[src/rtl/map_mem_if.sv]
// map_mem_if: mapper PRG/CHR strobes and the byte-wide SDRAM controller port seen by map_mem_arbiter
interface map_mem_if #(parameter int ADDR_BITS = 23);
  logic [ADDR_BITS-1:0] prg_addr;
  logic                 prg_oe;
  logic                 prg_we;
  logic                 wram_ce;
  logic [7:0]           cpu_wdata;
  logic [7:0]           prg_rdata;
  logic                 prg_valid;
  logic [ADDR_BITS-1:0] chr_addr;
  logic                 chr_oe;
  logic                 chr_we;
  logic [7:0]           ppu_wdata;
  logic [7:0]           chr_rdata;
  logic                 chr_valid;
  logic                 mem_req;
  logic                 mem_we;
  logic [ADDR_BITS-1:0] mem_addr;
  logic [7:0]           mem_wdata;
  logic                 mem_ack;
  logic [7:0]           mem_rdata;
  logic                 overrun;
  modport slave (
    input  prg_addr, prg_oe, prg_we, wram_ce, cpu_wdata,
    input  chr_addr, chr_oe, chr_we, ppu_wdata, mem_ack, mem_rdata,
    output prg_rdata, prg_valid, chr_rdata, chr_valid,
    output mem_req, mem_we, mem_addr, mem_wdata, overrun
  );
  modport master (
    output prg_addr, prg_oe, prg_we, wram_ce, cpu_wdata,
    output chr_addr, chr_oe, chr_we, ppu_wdata, mem_ack, mem_rdata,
    input  prg_rdata, prg_valid, chr_rdata, chr_valid,
    input  mem_req, mem_we, mem_addr, mem_wdata, overrun
  );
endinterface

[src/rtl/map_mem_arbiter.sv]
// map_mem_arbiter: detects new PRG/CHR accesses and serialises them round-robin onto one SDRAM port
module map_mem_arbiter #(
  parameter int                   ADDR_BITS = 23,
  parameter logic [ADDR_BITS-1:0] PRG_BASE  = ADDR_BITS'('h000000),
  parameter logic [ADDR_BITS-1:0] WRAM_BASE = ADDR_BITS'('h7F0000),
  parameter logic [ADDR_BITS-1:0] CHR_BASE  = ADDR_BITS'('h400000)
) (
  input logic     clk,
  input logic     reset,
  map_mem_if.slave bus
);
  typedef enum logic {IDLE, BUSY} state_t;
  state_t               state, state_n;
  logic                 p_prev, c_prev, p_last_we, c_last_we, last_chr;
  logic [ADDR_BITS-1:0] p_last, c_last, p_map, c_map, p_saddr, c_saddr;
  logic                 p_pend, c_pend, p_swe, c_swe;
  logic [7:0]           p_sdata, c_sdata;
  logic                 p_det, c_det, p_drop, c_drop, load, pick_c, take_p, take_c, done;
  assign p_det  = (bus.prg_oe | bus.prg_we) & (~p_prev | (bus.prg_addr != p_last) | (bus.prg_we != p_last_we));
  assign c_det  = (bus.chr_oe | bus.chr_we) & (~c_prev | (bus.chr_addr != c_last) | (bus.chr_we != c_last_we));
  assign p_map  = (bus.wram_ce ? WRAM_BASE : PRG_BASE) + bus.prg_addr;
  assign c_map  = CHR_BASE + bus.chr_addr;
  assign take_p = load & ~pick_c;
  assign take_c = load & pick_c;
  // a slot being granted this cycle is free for the new access
  assign p_drop = p_det & p_pend & p_swe & ~take_p;
  assign c_drop = c_det & c_pend & c_swe & ~take_c;
  assign done   = (state == BUSY) & bus.mem_ack;
  always_comb begin
    pick_c  = c_pend & (~p_pend | ~last_chr);
    load    = (state == IDLE) & (p_pend | c_pend);
    state_n = (state == IDLE) ? (load ? BUSY : IDLE) : (bus.mem_ack ? IDLE : BUSY);
  end
  always_ff @(posedge clk or posedge reset)
    if (reset) state <= IDLE;
    else state <= state_n;
  always_ff @(posedge clk or posedge reset) begin
    if (reset) begin
      {p_prev, c_prev, p_last_we, c_last_we} <= '0;
      {p_last, c_last, p_saddr, c_saddr} <= '0;
      {p_pend, c_pend, p_swe, c_swe, p_sdata, c_sdata} <= '0;
      bus.overrun <= 1'b0;
    end else begin
      p_prev <= bus.prg_oe | bus.prg_we;
      c_prev <= bus.chr_oe | bus.chr_we;
      if (p_det) {p_last, p_last_we} <= {bus.prg_addr, bus.prg_we};
      if (c_det) {c_last, c_last_we} <= {bus.chr_addr, bus.chr_we};
      if (p_det & ~p_drop) {p_pend, p_swe, p_saddr, p_sdata} <= {1'b1, bus.prg_we, p_map, bus.cpu_wdata};
      else if (take_p) p_pend <= 1'b0;
      if (c_det & ~c_drop) {c_pend, c_swe, c_saddr, c_sdata} <= {1'b1, bus.chr_we, c_map, bus.ppu_wdata};
      else if (take_c) c_pend <= 1'b0;
      bus.overrun <= p_drop | c_drop;
    end
  end
  // last_chr doubles as the channel owning the in-flight transaction
  always_ff @(posedge clk or posedge reset) begin
    if (reset) begin
      {bus.mem_req, bus.mem_we, bus.mem_addr, bus.mem_wdata, last_chr} <= '0;
      {bus.prg_rdata, bus.prg_valid, bus.chr_rdata, bus.chr_valid} <= '0;
    end else begin
      bus.prg_valid <= done & ~bus.mem_we & ~last_chr;
      bus.chr_valid <= done & ~bus.mem_we & last_chr;
      if (done & ~bus.mem_we & ~last_chr) bus.prg_rdata <= bus.mem_rdata;
      if (done & ~bus.mem_we & last_chr) bus.chr_rdata <= bus.mem_rdata;
      if (load) begin
        bus.mem_req   <= 1'b1;
        bus.mem_we    <= pick_c ? c_swe : p_swe;
        bus.mem_addr  <= pick_c ? c_saddr : p_saddr;
        bus.mem_wdata <= pick_c ? c_sdata : p_sdata;
        last_chr      <= pick_c;
      end else if (done) bus.mem_req <= 1'b0;
    end
  end
endmodule

[src/flat_wrapper.sv]
// flat-port wrapper written by rule: the top's interface ports become plain ports
module map_mem_arbiter_flat 
#(
  parameter int                   ADDR_BITS = 23,
  parameter logic [ADDR_BITS-1:0] PRG_BASE  = ADDR_BITS'('h000000),
  parameter logic [ADDR_BITS-1:0] WRAM_BASE = ADDR_BITS'('h7F0000),
  parameter logic [ADDR_BITS-1:0] CHR_BASE  = ADDR_BITS'('h400000)
)
  (clk, reset, bus_prg_addr, bus_prg_oe, bus_prg_we, bus_wram_ce, bus_cpu_wdata, bus_chr_addr, bus_chr_oe, bus_chr_we, bus_ppu_wdata, bus_mem_ack, bus_mem_rdata, bus_prg_rdata, bus_prg_valid, bus_chr_rdata, bus_chr_valid, bus_mem_req, bus_mem_we, bus_mem_addr, bus_mem_wdata, bus_overrun);
  map_mem_if #(.ADDR_BITS(ADDR_BITS)) bus_i ();
  input logic clk;
  input logic reset;
  input wire logic [$bits(bus_i.prg_addr)-1:0] bus_prg_addr;
  input wire logic [$bits(bus_i.prg_oe)-1:0] bus_prg_oe;
  input wire logic [$bits(bus_i.prg_we)-1:0] bus_prg_we;
  input wire logic [$bits(bus_i.wram_ce)-1:0] bus_wram_ce;
  input wire logic [$bits(bus_i.cpu_wdata)-1:0] bus_cpu_wdata;
  input wire logic [$bits(bus_i.chr_addr)-1:0] bus_chr_addr;
  input wire logic [$bits(bus_i.chr_oe)-1:0] bus_chr_oe;
  input wire logic [$bits(bus_i.chr_we)-1:0] bus_chr_we;
  input wire logic [$bits(bus_i.ppu_wdata)-1:0] bus_ppu_wdata;
  input wire logic [$bits(bus_i.mem_ack)-1:0] bus_mem_ack;
  input wire logic [$bits(bus_i.mem_rdata)-1:0] bus_mem_rdata;
  output wire logic [$bits(bus_i.prg_rdata)-1:0] bus_prg_rdata;
  output wire logic [$bits(bus_i.prg_valid)-1:0] bus_prg_valid;
  output wire logic [$bits(bus_i.chr_rdata)-1:0] bus_chr_rdata;
  output wire logic [$bits(bus_i.chr_valid)-1:0] bus_chr_valid;
  output wire logic [$bits(bus_i.mem_req)-1:0] bus_mem_req;
  output wire logic [$bits(bus_i.mem_we)-1:0] bus_mem_we;
  output wire logic [$bits(bus_i.mem_addr)-1:0] bus_mem_addr;
  output wire logic [$bits(bus_i.mem_wdata)-1:0] bus_mem_wdata;
  output wire logic [$bits(bus_i.overrun)-1:0] bus_overrun;
  assign bus_i.prg_addr = bus_prg_addr;
  assign bus_i.prg_oe = bus_prg_oe;
  assign bus_i.prg_we = bus_prg_we;
  assign bus_i.wram_ce = bus_wram_ce;
  assign bus_i.cpu_wdata = bus_cpu_wdata;
  assign bus_i.chr_addr = bus_chr_addr;
  assign bus_i.chr_oe = bus_chr_oe;
  assign bus_i.chr_we = bus_chr_we;
  assign bus_i.ppu_wdata = bus_ppu_wdata;
  assign bus_i.mem_ack = bus_mem_ack;
  assign bus_i.mem_rdata = bus_mem_rdata;
  assign bus_prg_rdata = bus_i.prg_rdata;
  assign bus_prg_valid = bus_i.prg_valid;
  assign bus_chr_rdata = bus_i.chr_rdata;
  assign bus_chr_valid = bus_i.chr_valid;
  assign bus_mem_req = bus_i.mem_req;
  assign bus_mem_we = bus_i.mem_we;
  assign bus_mem_addr = bus_i.mem_addr;
  assign bus_mem_wdata = bus_i.mem_wdata;
  assign bus_overrun = bus_i.overrun;
  map_mem_arbiter #(.ADDR_BITS(ADDR_BITS), .PRG_BASE(PRG_BASE), .WRAM_BASE(WRAM_BASE), .CHR_BASE(CHR_BASE)) u_core (.clk(clk), .reset(reset), .bus(bus_i));
endmodule
[config.mk]
export PLATFORM = sky130hd
export DESIGN_NAME = map_mem_arbiter_flat
export DESIGN_NICKNAME = d
export VERILOG_FILES = /design/src/rtl/map_mem_if.sv /design/src/rtl/map_mem_arbiter.sv /design/src/flat_wrapper.sv
export SDC_FILE = /design/constraint.sdc
export NUM_CORES = 1
export LEC_CHECK = 0
export CAP_MARGIN = 20
export CORE_AREA = 5 5 125 186
export DETAILED_ROUTE_END_ITERATION = 8
export DIE_AREA = 0 0 130 191
export HOLD_SLACK_MARGIN = 0.1
export SETUP_SLACK_MARGIN = 0.4
export SLEW_MARGIN = 20
export SYNTH_ARGS = -nofsm -noshare
export SYNTH_HDL_FRONTEND = slang
export SYNTH_SLANG_ARGS = --single-unit
[constraint.sdc]
create_clock -name clk -period 7.77 [get_ports clk]
set_clock_uncertainty 0.05 [all_clocks]
set_input_delay 1.554 -clock clk [delete_from_list [all_inputs] [get_ports clk]]
set_output_delay 1.554 -clock clk [all_outputs]
set_load 0.005 [all_outputs]
==> results.txt <==
----------------------------------------------------
[Run status]
  Run status ... completed

[Final layout]
  Final Cell Area ... 0.00949 sq mm
  Number of nets in the finished design ... 766
  Number of antenna repair diodes ... 0
  Area grow syn2layout ... 29.1%
  Share of final-layout standard cells stronger than drive strength 1 ... 0.223

[Power]
  Sequential share of power ... 0.460
  Switching power as a share of total power ... 0.282
  Comb pwr share ... 0.271
  Leakage power ... 4.18 nW
  Net Sw Power ... 0.000841 W
  Areal power density over the cells ... 314 mW/mm^2
  Share of power burned in the clock network ... 0.269
  Cell-internal power ... 0.00214 W
  Maximum ir drop on the vdd rail ... 0.000140 V

[STA]
  Unrepaired setup endpoints after global routing ... no
  Crit path time final ... 3960 ps
  Final Hold Fails ... 0
  Endpoints failing setup ... 0
  Least setup slack across all paths after layout ... 3810 ps
  Max Transition Viols Final ... 0
  Fmax achieved ... roughly 0.25 GHz
  Total negative setup slack ... 0 ps
  Least-Margin Pin Slew ... 939 ps
  Max-Slew Margin vs Limit ... 0.373
  Period utilization ... 0.510

[Floorplanning]
  Width of the chip ... ~130 um
  Number of primary I/O pins ... 130
  Initial core utilization ... 0.342
  Std-Cell Rows ... 66
  Core Area ... 0.0215 sq mm
  Die footprint ... 0.0248 sq mm
  Die Height ... around 190 um

[Clock tree]
  Sinks on Clock Net ... 170
  CTS-repair resized insts ... 0
  Buffer cell driving the clock tree root ... sky130_fd_sc_hd__clkbuf_16
  CTS tree ... yes
  Number of H-tree branching levels ... 4
  Total of hold buffers inserted after clock tree synthesis ... 0
  Clock latency of the later-clocked register in the worst-skew pair ... 430 ps
  CTS clock-pin slew for the worst setup and hold paths ... 60 ps
  Setup bufs post-CTS ... 0
  Number of buffers inserted during clock tree synthesis ... 17
  Buffer levels on the longest clock path ... 2

[Yosys]
  Async S/R FF share, synth ... 1.00
  Per-instance average area after synthesis ... around 13 sq um
  Number of warning messages in the yosys log ... 0
  Number of synthesized flops with an enable pin ... 0
  Fraction of the yosys area taken by sequential cells ... 0.579
  Mapped Area ... between 0.007 and 0.008 sq mm
  Flops & latches, synth ... 170
  Synthesized Nets ... 635
  Number of different library cells in the post-synthesis netlist ... 47
  Most instantiated flip-flop cell in the synthesis netlist ... sky130_fd_sc_hd__dfrtp_1
  Instance count of the mapped netlist ... 550

[Global routing]
  GR Util met3 ... 0.0310
  Global-route wire length before repair ... 29200 um
  Global router's overall resource usage ... 0.154
  Total congestion overflow after global routing ... 0
  Maximum number of pins on one net before global-route repair ... 89
  Number of global-route vias before repair ... 5314
  Antenna violations before repair ... 0
  Met2 capacity usage during global routing ... 0.273
  Most Crowded Layer GR ... met2
  Routing usage on met1 ... 0.184

[Detailed routing]
  Avg WL per Cell ... 18.8 um
  DR iter-0 viols ... 358
  Number of detailed-route iterations in the first pass ... 7
  DRC viols ... 0
  Total Wirelength ... around 18000 um
  Post-DR vias/cell ... 4.94
  DR vias ... 4774
  Remaining antenna violation count after routing ... 0

[Placed design]
  Post-placement setup slack ... 3310 ps
  Routability-driven placement congestion ratio ... 0.777
  Post-DP HPWL ... 13200 um
  Port Buffer Count ... between 100 and 150
  Dpl cell area ... 0.00893 sq mm

[Worst setup path]
  Required time reported for the critical path endpoint ... 8030 ps
  Critical path fanouts, max ... 23
  Startpoint type of the worst setup path ... input pin
  WP data arrival ... between 4000 and 5000 ps
  Setup crit end kind ... flip-flop
  Critical path class ... input pin to flip-flop

[Worst hold path]
  Worst hold-check path type ... flip-flop to flip-flop

[Job]
  Max-cap violations ... 0

----------------------------------------------------
-- worst paths after layout --
kind                                    startpoint                       to  slack [ps]  cells after the start
max                               bus_chr_addr[16]        u_core.c_last[20]        3810                      7
min                        u_core.bus.chr_rdata[4]  u_core.bus.chr_rdata[4]         430                      2
max reg2reg                      u_core.p_last[16]        u_core.p_sdata[7]        5110                      6
min reg2reg                u_core.bus.chr_rdata[4]  u_core.bus.chr_rdata[4]         430                      2
max in group asynchronous                    reset   u_core.bus.mem_addr[7]        4800                      3
min in group asynchronous                    reset        u_core.p_sdata[3]        1580                      2
-- metal layers --
metal	part of all wire	up-vias
li1	-	2214
met2	0.53	156
met1	0.40	2378
met5	0	-
met4	0.022	0
met3	0.054	26
-- through the flow --
| step | hold slack, ps | cells | utilization | total power [W] |
|---|---|---|---|---|
| after global placement | 411 | 934 | 0.416 | 0.00217 |
| after floorplan | 399 | 550 | - | 0.00175 |
| after detailed placement | 412 | 934 | 0.416 | 0.00221 |
| final | 425 | 966 | 0.442 | 0.00298 |
| after CTS | 428 | 966 | 0.442 | 0.00302 |
| after global routing | 467 | 966 | 0.442 | 0.00315 |
-- power groups by stage --
| stage | combinational, W | clock (W) | sequential (W) |
|---|---|---|---|
| CTS | 0.000825 | 0.000824 | 0.00137 |
| detailed placement | 0.000822 | 0 | 0.00139 |
| global route | 0.000887 | 0.000857 | 0.00141 |
| floorplan | 0.000428 | 0 | 0.00133 |
| global placement | 0.000800 | 0 | 0.00137 |
| finish | 0.000807 | 0.000800 | 0.00137 |
-- worst max-delay path, cell delays in order --
cell	delay, ps
sky130_fd_sc_hd__clkdlybuf4s50_1	470
sky130_fd_sc_hd__nor2b_1	180
sky130_fd_sc_hd__a2111o_1	390
sky130_fd_sc_hd__nor4_2	220
sky130_fd_sc_hd__nand4_1	230
sky130_fd_sc_hd__nand2_1	760
sky130_fd_sc_hd__mux2_2	410
-- registers in the layout (all words and copies together), names as in the netlist, 8 cells and up --
register              flops
u_core.bus.prg_rdata      8
u_core.c_last            23
u_core.p_saddr           23
u_core.bus.chr_rdata      8
u_core.c_saddr           23
u_core.p_last            23
u_core.p_sdata            8
u_core.bus.mem_addr      23
u_core.bus.mem_wdata      8
u_core.c_sdata            8
-- final cells by class --
class | instances | area (sq um)
Inverter | 48 | 185
Multi-Input combinational cell | 309 | 2820
Timing Repair Buffer | 135 | 1340
Sequential cell | 170 | 4250
Fill cell | 1990 | 12000
Clock inverter | 13 | 120
Tap cell | 272 | 340
Clock buffer | 19 | 433
-- cells in the mapped netlist, drive strengths merged (4+ instances only) --
library cell  count  area [sq um]
nor2b             4          25.0
nand3             4          20.0
o21ai             8          40.0
xnor2            31           272
xor2             17           149
nand2            38           143
nor4              4          31.3
nand4             8          50.1
nand2b            5          31.3
clkbuf           13          48.8
ha                6          75.1
inv              47           176
a21o              4          30.0
a222oi           32           320
mux2            110          1310
buf              10          72.6
a21oi             4          20.0
dfrtp           170          4250
nor2              8          30.0
-- cell families after synthesis --
kind of cell    share of synthesized area
compound gates                     0.0752
buf+inv                            0.0410
fa+ha+maj                          0.0129
simple gates                       0.0546
mux                                 0.180
flops                               0.579
xor+xnor                           0.0572
-- cells in the final DEF, fill, tap and decap left out, drive strengths merged, types with 8 or more instances in the layout --
cell           instances
clkbuf                19
xor2                  17
o21ai                  8
nand4                  8
xnor2                 31
a222oi                32
mux2                 110
nor2                   8
nand2                 38
clkdlybuf4s50        129
inv                   51
dfrtp                170
Power figures use the tool's default switching activity.
